<file path="src/rtl/taitosj_pkg.sv">
// Shared constants for the object/playfield collision block: flag bit positions,
// CPU register addresses and the enable reset value.
package taitosj_pkg;

    localparam int F_OBJPF1 = 0;
    localparam int F_OBJPF2 = 1;
    localparam int F_OBJPF3 = 2;
    localparam int F_OBJOBJ = 3;
    localparam int F_PF1PF2 = 4;
    localparam int F_PF1PF3 = 5;
    localparam int F_PF2PF3 = 6;

    localparam logic [1:0] COLL_FLAGS = 2'd0;
    localparam logic [1:0] COLL_FX    = 2'd1;
    localparam logic [1:0] COLL_FY    = 2'd2;
    localparam logic [1:0] COLL_CNT   = 2'd3;

    localparam logic [6:0] COLL_EN_RST = 7'h7F;

    // Clamp an 8-bit count into the 7-bit field of the count register.
    function automatic logic [6:0] sat7(input logic [7:0] v);
        return (v > 8'd127) ? 7'h7F : v[6:0];
    endfunction

endpackage

</file>
<file path="src/rtl/coll_event.sv">
// Combinational overlap decoder: turns one pixel's object/playfield codes into
// the raw 7-bit collision event vector, already qualified by pix_ce and blanking.
module coll_event
    import taitosj_pkg::*;
(
    input  logic       pix_ce,
    input  logic       H_BLANK,
    input  logic       V_BLANK,
    input  logic [2:0] ob_code,
    input  logic       HITOB,
    input  logic [2:0] PF1,
    input  logic [2:0] PF2,
    input  logic [2:0] PF3,
    output logic [6:0] ev
);

    logic active;
    logic ob_opq, pf1_opq, pf2_opq, pf3_opq;

    always_comb begin
        ev      = '0;
        active  = pix_ce & ~H_BLANK & ~V_BLANK;
        ob_opq  = |ob_code;
        pf1_opq = |PF1;
        pf2_opq = |PF2;
        pf3_opq = |PF3;

        ev[F_OBJPF1] = active & ob_opq & pf1_opq;
        ev[F_OBJPF2] = active & ob_opq & pf2_opq;
        ev[F_OBJPF3] = active & ob_opq & pf3_opq;
        // Object/object is flagged when the line buffer was written, so H_BLANK is irrelevant.
        ev[F_OBJOBJ] = pix_ce & ~V_BLANK & ~HITOB;
        ev[F_PF1PF2] = active & pf1_opq & pf2_opq;
        ev[F_PF1PF3] = active & pf1_opq & pf3_opq;
        ev[F_PF2PF3] = active & pf2_opq & pf3_opq;
    end

endmodule

</file>
<file path="src/rtl/obj_collision.sv">
// Pixel-rate collision detector: sticky overlap flags, first object/playfield hit
// position, saturating hit count and a four-register CPU window.
module obj_collision
    import taitosj_pkg::*;
#(
    parameter int CNT_W = 8
) (
    input  logic       clkm_48MHZ,
    input  logic       reset,
    input  logic       pix_ce,
    input  logic       H_BLANK,
    input  logic       V_BLANK,
    input  logic [7:0] syncbus_HN,
    input  logic [7:0] syncbus_V,
    input  logic [3:0] OB,
    input  logic       HITOB,
    input  logic [2:0] PF1,
    input  logic [2:0] PF2,
    input  logic [2:0] PF3,
    input  logic [1:0] cpu_addr,
    input  logic       cpu_rd,
    input  logic       cpu_wr,
    input  logic [7:0] cpu_din,
    output logic [7:0] cpu_dout,
    output logic       COLL_IRQ
);

    localparam logic [CNT_W-1:0] CNT_MAX = {CNT_W{1'b1}};

    logic [6:0]       flags;
    logic [6:0]       en;
    logic [7:0]       fx, fy;
    logic             first_valid;
    logic [CNT_W-1:0] cnt;
    logic             vb_q;

    logic [6:0] ev, ev_en, clr_mask;
    logic       objpf_hit, frame_start;
    logic [7:0] rd_data, cnt_ext;
    logic       ob_unused;

    assign ob_unused = OB[3];

    coll_event u_coll_event (
        .pix_ce  (pix_ce),
        .H_BLANK (H_BLANK),
        .V_BLANK (V_BLANK),
        .ob_code (OB[2:0]),
        .HITOB   (HITOB),
        .PF1     (PF1),
        .PF2     (PF2),
        .PF3     (PF3),
        .ev      (ev)
    );

    always_comb begin
        ev_en       = ev & en;
        objpf_hit   = |ev_en[F_OBJPF3:F_OBJPF1];
        frame_start = vb_q & ~V_BLANK;
        clr_mask    = (cpu_wr && cpu_addr == COLL_FLAGS) ? cpu_din[6:0] : 7'h00;
        cnt_ext     = 8'(cnt);
        case (cpu_addr)
            COLL_FLAGS: rd_data = {1'b0, flags};
            COLL_FX:    rd_data = fx;
            COLL_FY:    rd_data = fy;
            default:    rd_data = {first_valid, sat7(cnt_ext)};
        endcase
    end

    always_ff @(posedge clkm_48MHZ) begin
        if (reset) begin
            flags       <= '0;
            en          <= COLL_EN_RST;
            fx          <= '0;
            fy          <= '0;
            first_valid <= 1'b0;
            cnt         <= '0;
            vb_q        <= 1'b1;
            cpu_dout    <= '0;
            COLL_IRQ    <= 1'b0;
        end else begin
            vb_q  <= V_BLANK;
            // Clear is applied before the OR so a same-cycle event always survives.
            flags <= (flags & ~clr_mask) | ev_en;

            if (cpu_wr && cpu_addr == COLL_FX)
                en <= cpu_din[6:0];

            if (objpf_hit && (!first_valid || frame_start)) begin
                fx          <= syncbus_HN;
                fy          <= syncbus_V;
                first_valid <= 1'b1;
            end else if (frame_start) begin
                first_valid <= 1'b0;
            end

            if (frame_start)
                cnt <= objpf_hit ? CNT_W'(1) : '0;
            else if (objpf_hit && cnt != CNT_MAX)
                cnt <= cnt + CNT_W'(1);

            if (cpu_rd)
                cpu_dout <= rd_data;

            COLL_IRQ <= |(flags & en);
        end
    end

endmodule

</file>
<file path="config.mk">
export PLATFORM = sky130hd
export DESIGN_NAME = obj_collision
export DESIGN_NICKNAME = d
export VERILOG_FILES = /design/src/rtl/taitosj_pkg.sv /design/src/rtl/coll_event.sv /design/src/rtl/obj_collision.sv
export SDC_FILE = /design/constraint.sdc
export NUM_CORES = 1
export LEC_CHECK = 0
export BUFFER_PORTS_ARGS = -buffer_cell sky130_fd_sc_hd__buf_4
export CAP_MARGIN = 20
export CORE_UTILIZATION = 35
export CTS_CLUSTER_SIZE = 12
export DETAILED_ROUTE_END_ITERATION = 16
export PLACE_DENSITY_LB_ADDON = 0.3
export SYNTH_ARGS = -nofsm -noshare
export SYNTH_HDL_FRONTEND = slang
export SYNTH_SLANG_ARGS = --single-unit
</file>
<file path="constraint.sdc">
create_clock -name clkm_48MHZ -period 1.75 [get_ports clkm_48MHZ]
set_clock_uncertainty 0.15 [all_clocks]
set_input_delay 0.175 -clock clkm_48MHZ [delete_from_list [all_inputs] [get_ports clkm_48MHZ]]
set_output_delay 0.175 -clock clkm_48MHZ [all_outputs]
set_load 0.01 [all_outputs]
</file>
[Word level (Yosys, flattened, before mapping)]
Cells that the tools add are included.
Storage, ports and cells
  register bits: 49
  word-level logic and storage cells: 59
  input port bits: 47
Cells by class
  bitwise gates (word level): 22
  order comparisons: 1
  multiplexer cells: 8
  eq/ne operators: 3
  $add $sub $neg: 1
  reductions and logical operators: 15
Operators by type and width (number)
  $pmux W8 S3: 1
  $and A7 B7 Y7: 3
  $mux W8: 2
  $reduce_or A3 Y1: 5
  $and A1 B1 Y1: 14
  $mux W7: 2
  $add A8 B1 Y8 const B: 1
  $gt A8 B7 Y1 const B: 1
  $ne A8 B8 Y1 const B: 1
  $not A7 Y7: 1
  $or A7 B7 Y7: 1
  $reduce_or A7 Y1: 1
  $logic_and A1 B1 Y1: 4
  $reduce_bool A2 Y1: 2
  $mux W1: 3
  $not A1 Y1: 3
  $eq A2 B1 Y1 const B: 1
  $eq A2 B2 Y1 const B: 1
  $logic_not A2 Y1: 1
  $logic_not A1 Y1: 1
  $logic_or A1 B1 Y1: 1

[Depth between registers and ports, before layout]
Gate-level depths: netlist of the first run.
  word-level depth: 10
  gate-level depth with buffers: 7

[Cells and area by module]
Synthesis of the first run repeated with hierarchy kept, for this count alone.
Unflattened totals
  cell total of the unflattened synthesis: 260
  area total of the unflattened synthesis: 2160.8 um2
Modules (own cells, without submodules)
  obj_collision: sequential area each 980.9 um2, instances 1, area each 2084.5 um2, cells an instance 247
  coll_event: sequential area each 0.0 um2, instances 1, area each 76.3 um2, cells an instance 13

[Worst setup path after synthesis of the first run]
No wires, ideal clock.
  path type: register -> register
  start: register cnt[0]
  end: register cnt[5]
  cell stages (with the launch flop): 8
  path slack: 0.092 ns
  clock period less this slack: 1.658 ns
  path buffers: 1
  data arrival time: 1.438 ns
  setup time: 0.070 ns
  cell sequence: dfxtp_1 > ha_1 > and3_1 > clkbuf_1 > nand4_1 > nand4_1 > or3_1 > a21oi_1
On the way
  word-level cells in the longest chain between the ends: 3
  elaborated cells between the ends (all ways): 6
  classes of those cells: add/sub (1); eq/ne (1); mux (2); reduce/logical (2)
Ends and longest elaborated chain
  start, declared: line obj_collision.sv:34  | logic [CNT_W-1:0] cnt;
  start signal, assigned: line obj_collision.sv:98  | cnt <= objpf_hit ? CNT_W'(1) : '0;
  start signal, assigned: line obj_collision.sv:100  | cnt <= cnt + CNT_W'(1);
  $add A8 B1 Y8 / $ne A8 B8 Y1 (equally long branches): line obj_collision.sv:100, obj_collision.sv:99
  $mux W8 / $logic_and A1 B1 Y1 (equally long branches): line obj_collision.sv:99  | else if (objpf_hit && cnt != CNT_MAX)
  $mux W8 / $reduce_bool A2 Y1 (equally long branches)
Several ways; a longest one is shown, not always the timed one. The select of a mux whose other input is x is not followed.
A chain may end at the register's enable or synchronous reset.

[Worst setup path in the final report of the first run]
  start: register cnt[7]
  end: register cpu_dout[6]
On the way
  word-level cells in the longest chain between the ends: 3
Ends and longest elaborated chain
  $gt A8 B7 Y1: line taitosj_pkg.sv:22  | return (v > 8'd127) ? 7'h7F : v[6:0];
  $mux W7: line taitosj_pkg.sv:22
  $pmux W8 S3: line obj_collision.sv:62  | case (cpu_addr)
  end signal, assigned: line obj_collision.sv:103  | cpu_dout <= rd_data;
  end, declared: line obj_collision.sv:24  | output logic [7:0] cpu_dout,
No other way between the ends.

==> flow_summary.toml, run 1 <==
[setup_path]
endpoint_kind = "register"
reg2reg_to = "cpu_dout[6]"
path_cells = "or2_2 -> mux4_2 -> mux2i_1 -> nor2_1"
path_delay_family = "multiplexers"
worst-path-buf-inv = 0
worstSetupStartpointType = "register"
cp_data_required_time_ns = 1.78
path_class = "reg -> reg"
rr_worst_depth = 4
slowest_delay_ns = 0.50
rr_startpoint = "cnt[7]"
crit_slowest_cell = "mux4_2"
crit_arrival_ns = 1.69
r2r_slack_ns = 0.09
crit_fanout = 8

[grt]
grt_pass1_vias = 2005
grt_overflow = 0
antenna_found_initial = 0
track_usage_pct = 19.2
grt_max_degree = 44
grt_pass1_wl_microns = 9560

[clock_tree]
cts_num_sinks = 49
cts_tree = "done"
clock_path_buffers = 2
clk_latency_ns = 0.30
clk_pin_slew_worst_paths_ns = 0.09
htree_levels = 2
cts_buffers = 5
cts_root_buf = "clkbuf_8"

[placement]
post-place-cells = 378
globalplace.congestion = 0.816
io_buffers = 53
dp_hpwl_microns = 4160

[power]
power_mw = 2.32
total_leakage_power_nw = 1.26
max-vdd-ir-drop_mv = 0.347
p_per_area_nw_per_um2 = 752

[synth]
synth.most_common_cell = "dfxtp_1"
synth_edf_count = 0
yosysSeqAreaShare_pct = 44.3
yosysWarnings = 0
ys_ff_latch = 49
ys_top_cells_by_count = "dfxtp_1, nand2_1, a21oi_1, nand3_1, nor2_1"
ys.flop_type = "dfxtp_1"
synth_area_sq_um = 2220
yosys.area.top_type_share_pct = 44.3
netlist_instances = 253
synth_cell_types = 35
synth.avg_cell_area_sq_um = 8.76
yosys.area.top_type = "dfxtp_1"
synth.area.top_cells = "dfxtp_1, nand2_1, mux4_2, a21oi_1, nand3_1"
async_flop_share_pct = 0
syn-num-nets = 301

[routing]
totalWireLength_microns = 5900
drc_errors = 0
vias = 2119
routedWlPerCell_microns = 14.5
drt_first_iter_violations = 142
vias_per_cell = 5.19
dr.pass1.iters = 4
ant_nets = 0

[worst_hold_path]
hold_path_depth = 3
min_from = "syncbus_V[0]"
hold_path_class = "in -> reg"
hold_end = "fy[0]"

[floorplanning]
die-height_microns = 81.6
die_w_microns = 81.6
start_util_pct = 36.8
rows = 28
core_area_sq_um = 6030
dieArea_sq_um = 6650
io_pins = 56

[layout]
drive_above_1_share_pct = 27.9
postLayoutCoreUtil_pct = 51.1
synthToLayoutAreaGrowth_pct = 39.1
antennaDiodeCount = 0
fin_nets = 380
nFillCells = 568
instances_no_fill = 408

[sta]
worst_pin_slew_ns = 0.448
fmax_ghz = 0.601
finalHoldViolCount = 0
finalCriticalPeriod_ns = 1.66
post-route-period-util_pct = 95.1
tns_ns = 0
setup_viol = 0
rsz0062_at_grt = "no"
slew_viol_final = 0
slew_headroom_pct = 70.1

[run]
max_cap_violations = 0

[run_status]
status = "complete, no violations"
## flip-flops by register name (all words and copies together), names as in the netlist
signal and count:
en 7, vb_q 1, cnt 8, fx 8
flags 7, COLL_IRQ 1, first_valid 1, cpu_dout 8
fy 8
## worst max-delay path by stage
stage / start / to / slack (ns) / cells past startpoint
detailed placement: PF3[1] / cnt[7] / -0.15 / 6
global route: cnt[0] / cnt[5] / 0.002 / 6
floorplan: cnt[0] / cnt[5] / 0.09 / 7
CTS: cnt[7] / cpu_dout[6] / 0.09 / 4
global placement: PF3[1] / cnt[7] / -0.12 / 6
finish: cnt[7] / cpu_dout[6] / 0.09 / 4
## report_power, final
part / switching, mW / internal (mW) / leakage (nW)
combinational: 0.170 / 0.215 / 0.809
clock: 0.365 / 0.358 / 0.0542
sequential: 0.0383 / 1.17 / 0.400
## metal layers
metal | vias up | GRT usage (%) | share of wire [%] | wire length [microns]
li1 | 1061 | - | - | -
met3 | 8 | 3.78 | 3.7 | 221
met1 | 1005 | 25.6 | 47 | 2790
met4 | 0 | 5.96 | 1.2 | 72
met5 | - | 0 | 0 | 0
met2 | 45 | 31.1 | 48 | 2820
## what timing repair did
item | CTS | global route
gates resized for setup | 0 | 1
hold buffers | 21 | 1
hold endpoints to repair | 22 | 1
setup endpoints to repair | 0 | 1
setup buffers | 0 | 0
## per-stage QoR
stage          hold WS, ns  worst slack (ns)  cell area, sq um
2_1_floorplan        0.132            0.0921              2220
3_3_place_gp         0.247            -0.122              2760
3_5_place_dp         0.249            -0.149              2760
4_1_cts            0.00667            0.0905              3070
5_1_grt             0.0132           0.00245              3080
6_report           0.00844            0.0853              3080
## layout by cell type (no fill, tap or decap), types with 2 or more instances in the layout
master         instances
a211oi_1               2
a21oi_1               27
a22oi_1                3
a31oi_1                2
a32oi_1                2
a41oi_1                2
and2_1                 2
and3_1                 4
buf_12                 2
buf_4                 64
clkbuf_8               7
dfxtp_1               48
dlygate4sd3_1         22
mux2i_1                7
mux4_2                 7
nand2_1               46
nand2b_1               2
nand3_1               20
nand3b_1               8
nand4_1                7
nor2_1                14
nor3_1                 6
o21ai_0                4
or2_2                  8
or3_1                  5
## final cells by class
cell class	instances	area (sq um)	area share [%]
Clock buffer	7	96.3	3.13
Clock inverter	1	5.00	0.162
Multi-Input combinational cell	188	1160	37.8
Sequential cell	49	982	31.9
Tap cell	75	93.8	3.05
Timing Repair Buffer	88	741	24.0
## worst register-to-register path, delay by kind of cell (launching register included)
family,cells,cell delay [ns]
mux,2,0.65
flops,1,0.38
simple gates,2,0.38
## kinds of logic after synthesis
family          Yosys count  share of synthesized area [%]
flops                    49                           44.3
simple gates            126                           28.7
buf+inv                  16                           3.22
fa+ha+maj                 1                          0.565
compound gates           45                           12.1
mux                      15                           10.8
xor+xnor                  1                          0.395
Power figures use the tool's default switching activity.
==> inputs of run 2 (changes only) <==
--- a/config.mk
+++ b/config.mk
@@ -8,6 +8,7 @@
 export BUFFER_PORTS_ARGS = -buffer_cell sky130_fd_sc_hd__buf_4
 export CAP_MARGIN = 20
 export CORE_UTILIZATION = 35
+export CTS_BUF_LIST = sky130_fd_sc_hd__clkbuf_16
 export CTS_CLUSTER_SIZE = 12
 export DETAILED_ROUTE_END_ITERATION = 16
 export PLACE_DENSITY_LB_ADDON = 0.3
==> flow_summary.toml, run 2 (synthesized netlist as in run 1, its figures left out) <==
[run_status]
status = "complete, no violations"

[setup_path]
cp-startpoint = "cnt[7]"
rr_worst_depth = 4
crit_arrival_ns = 1.67
worstSetupEndpoint = "cpu_dout[6]"
worstSetupStartpointType = "register"
cp_data_required_time_ns = 1.75
reg2reg_to = "cpu_dout[6]"
r2r_slack_ns = 0.08
endpoint_kind = "register"
path_class = "reg -> reg"
crit_fanout = 8
rr_startpoint = "cnt[7]"

[worst_hold_path]
hold_path_class = "in -> reg"

[layout]
final_cell_area_sq_um = 3000
fin_nets = 368
final_cell_mix = "buf_4, dfxtp_1, nand2_1"
synthToLayoutAreaGrowth_pct = 35.3
drive_above_1_share_pct = 28.3
nFillCells = 569
final_common_cell = "buf_4"
regArea_sq_um = 981
antennaDiodeCount = 0
multi_input_area_sq_um = 1170

[routing]
routedWlPerCell_microns = 14.4
dr.pass1.iters = 4
drt_first_iter_violations = 158
vias = 2073
vias_per_cell = 5.23
ant_nets = 0
drc_errors = 0
totalWireLength_microns = 5700

[grt]
track_usage_pct = 18.6
grt_pass1_wl_microns = 9340
grt_overflow = 0
grt_pass1_vias = 1951
grt_max_degree = 44
antenna_found_initial = 0

[floorplanning]
die_w_microns = 81.6
start_util_pct = 36.8
core_area_sq_um = 6030
io_pins = 56
rows = 28
die-height_microns = 81.6
dieArea_sq_um = 6650

[sta]
fmax_ghz = 0.600
fin_ws_ns = 0.0828
slew_viol_final = 0
post-route-period-util_pct = 95.3
fin_hold_ws_ns = 0.00365
rsz0062_at_grt = "no"
finalCriticalPeriod_ns = 1.67
finalHoldViolCount = 0
worst_pin_slew_ns = 0.434
setup_viol = 0
tns_ns = 0
slew_headroom_pct = 71.1

[run]
max_cap_violations = 0

[clock_tree]
clk_latency_ns = 0.28
postCtsSetupBuffers = 0
cts_tree = "done"
clk_pin_slew_worst_paths_ns = 0.06
cts_root_buf = "clkbuf_16"
clock_path_buffers = 2
cts_buffers = 5
htree_levels = 2
cts_num_sinks = 49

[power]
p_per_area_nw_per_um2 = 825
max-vdd-ir-drop_mv = 0.544
total_leakage_power_nw = 1.22
power_mw = 2.47

[placement]
placed_cell_area_sq_um = 2760
post-place-ws_ns = -0.149
io_buffers = 53
globalplace.congestion = 0.816
dp_hpwl_microns = 4160
run 2: final cells by class:
| class | count | area share, % |
|---|---|---|
| clock inverters | 3 | 0.417 |
| multi-input cells | 188 | 38.9 |
| flip-flops and latches | 49 | 32.7 |
| well taps | 75 | 3.13 |
| repair buffers | 76 | 20.7 |
| clock buffers | 5 | 4.17 |
run 2: worst min path at each step:
stage / from / to / slack, ns / cells after the start
final: syncbus_V[2] / fy[2] / 0.004 / 3
after global routing: syncbus_HN[2] / fx[2] / 0.009 / 3
after CTS: syncbus_HN[3] / fx[3] / 0.001 / 3
after detailed placement: cpu_din[3] / en[3] / 0.25 / 3
after global placement: cpu_din[3] / en[3] / 0.25 / 3
after floorplan: V_BLANK / vb_q / 0.13 / 1
run 2: repair_timing:
item                                    in CTS  in global routing
endpoints found under the setup margin       0                  1
hold endpoints to repair                    10                  0
hold buffers                                10                  0
resized for setup                            0                  1
run 2: routing by layer:
metal / GRT usage [%] / share of wire (%) / vias to the layer above
met5: 0 / 0 / -
met4: 5.26 / 0.82 / 0
met3: 3.11 / 4.0 / 4
met2: 30.6 / 48 / 35
met1: 25.1 / 47 / 995
li1: - / - / 1039
run 2: critical path, cell delays in order (launching register included):
cell     delay [ns]
dfxtp_1        0.37
or2_2          0.32
mux4_2         0.50
mux2i_1        0.15
nor2_1         0.06
run 2: stage by stage:
step | utilization, % | std cells
2_1_floorplan | - | 253
3_3_place_gp | 45.8 | 378
3_5_place_dp | 45.8 | 378
4_1_cts | 49.7 | 396
5_1_grt | 49.8 | 396
6_report | 49.8 | 396
run 2: report_power, final:
group | leakage (nW) | internal [mW] | switching (mW)
Clock | 0.0687 | 0.517 | 0.385
Combinational | 0.756 | 0.198 | 0.165
Sequential | 0.400 | 1.17 | 0.0388
Total | 1.22 | 1.89 | 0.589
==> inputs of run 3 (changes only) <==
==> constraint.sdc (replaced) <==
create_clock -name clkm_48MHZ -period 1.6 [get_ports clkm_48MHZ]
set_clock_uncertainty 0.15 [all_clocks]
set_input_delay 0.16 -clock clkm_48MHZ [delete_from_list [all_inputs] [get_ports clkm_48MHZ]]
set_output_delay 0.16 -clock clkm_48MHZ [all_outputs]
set_load 0.01 [all_outputs]
==> flow_summary.toml, run 3 (synthesized netlist as in run 1, its figures left out) <==
[run_status]
status = "finished with violations"
violations = "negative hold slack, negative setup slack"

[sta]
rsz0062_at_grt = "yes"
finalCriticalPeriod_ns = 1.62
finalHoldViolCount = 1
slew_headroom_pct = 77.6
fin_hold_ws_ns = -0.000237
post-route-period-util_pct = 101
fin_ws_ns = -0.0203
fmax_ghz = 0.617
setup_viol = 3
tns_ns = -0.0437
slew_viol_final = 0
worst_pin_slew_ns = 0.336

[setup_path]
r2r_slack_ns = -0.02
rr_startpoint = "cnt[0]"
crit_fanout = 5
slowest_delay_ns = 0.40
worst-path-buf-inv = 0
worstSetupStartpointType = "register"
path_delay_family = "simple AND/OR/NAND/NOR gates"
path_cells = "ha_4 -> and3_4 -> nand4_1 -> nand4_1 -> or3_1 -> a21oi_2"
crit_arrival_ns = 1.69
cp_common_cell = "nand4_1"
endpoint_kind = "register"
reg2reg_to = "cnt[5]"
rr_worst_depth = 6
crit_slowest_cell = "or3_1"
path_class = "reg -> reg"
cp_data_required_time_ns = 1.67

[clock_tree]
clock_path_buffers = 2
cts_num_sinks = 49
cts_buffers = 5
cts_root_buf = "clkbuf_16"
clk_latency_ns = 0.29
clk_pin_slew_worst_paths_ns = 0.06
htree_levels = 2
cts_tree = "done"

[grt]
grt_pass1_wl_microns = 9710
grt_overflow = 0
grt_pass1_vias = 2018
grt_max_degree = 25
antenna_found_initial = 0
track_usage_pct = 19.6

[layout]
fin_nets = 396
synthToLayoutAreaGrowth_pct = 48.8
final_cell_mix = "buf_4, nand2_1, dfxtp_1"
final_common_cell = "buf_4"
postLayoutCoreUtil_pct = 54.7
drive_above_1_share_pct = 34.2
antennaDiodeCount = 0

[power]
p_per_area_nw_per_um2 = 840
total_leakage_power_nw = 1.35
power_mw = 2.77
max-vdd-ir-drop_mv = 0.537

[floorplanning]
die-height_microns = 81.6
dieArea_sq_um = 6650
start_util_pct = 36.8
rows = 28
core_area_sq_um = 6030
die_w_microns = 81.6
io_pins = 56

[routing]
vias = 2218
routedWlPerCell_microns = 14.8
drc_errors = 0
totalWireLength_microns = 6270
ant_nets = 0
dr.pass1.iters = 4
vias_per_cell = 5.24
drt_first_iter_violations = 113

[worst_hold_path]
min_from = "syncbus_HN[7]"
hold_end = "fx[7]"
hold_path_class = "in -> reg"
hold_path_depth = 3

[placement]
dp_hpwl_microns = 4400
io_buffers = 53
globalplace.congestion = 0.837

[run]
max_cap_violations = 0
run 3: cell types whose count changed in the layout (fill, tap and decap cells not counted), moves of 2 or more:
cell / delta
buf_4: +16
dlygate4sd3_1: +12
dfxtp_1: -6
or2_2: -5
or2_4: +5
and3_1: -3
dfxtp_2: +3
dfxtp_4: +3
and3_4: +2
run 3: worst min-delay path: cells and delay by family:
kind                   cells  cell delay [ns]
buffers and inverters      1             0.11
AOI/OAI and AO/OA          1             0.06
and+or+nand+nor            1             0.07
run 3: stage by stage:
step	instances	area (sq um)	worst slack (ns)
2_1_floorplan	253	2230	-0.0169
3_3_place_gp	387	2830	-0.216
3_5_place_dp	387	2830	-0.260
4_1_cts	416	3190	0.00206
5_1_grt	423	3300	-0.0703
6_report	423	3300	-0.0203
run 3: per-layer routing:
metal  up-vias  GRT usage [%]  share of wire [%]
met5         -              0                  0
met4         0           7.89                1.8
met3         9           3.56                4.9
met2        62           31.9                 49
met1      1049           25.5                 45
li1       1098              -                  -
run 3: what timing repair did:
action | in CTS | in global routing
resized for setup | 2 | 19
hold buffers | 22 | 0
hold endpoints to repair | 23 | 0
buffers inserted | 0 | 7
setup endpoints to repair | 3 | 25
pin swaps | 1 | 13
cloned | 0 | 0
run 3: area by class of cell:
| type | count | area, sq um |
|---|---|---|
| Multi-Input combinational cell | 188 | 1210 |
| Clock inverter | 2 | 11.3 |
| Timing Repair Buffer | 104 | 861 |
| Tap cell | 75 | 93.8 |
| Sequential cell | 49 | 996 |
| Fill cell | 538 | 2730 |
| Clock buffer | 5 | 125 |
run 3: how the worst max path moves through the flow:
stage                start     endpoint  slack (ns)  depth (start not counted)
floorplan           cnt[7]  cpu_dout[5]       -0.02                          5
global placement     OB[1]       cnt[4]       -0.22                          7
detailed placement   OB[1]       cnt[4]       -0.26                          7
CTS                 cnt[1]       cnt[5]       0.002                          6
global route        cnt[0]       cnt[5]       -0.07                          6
finish              cnt[0]       cnt[5]       -0.02                          6
run 3: where the power goes:
part	leakage [nW]	switching [mW]	internal, mW
clock	0.0633	0.439	0.565
sequential	0.402	0.0438	1.28
combinational	0.882	0.190	0.253
total	1.35	0.673	2.10
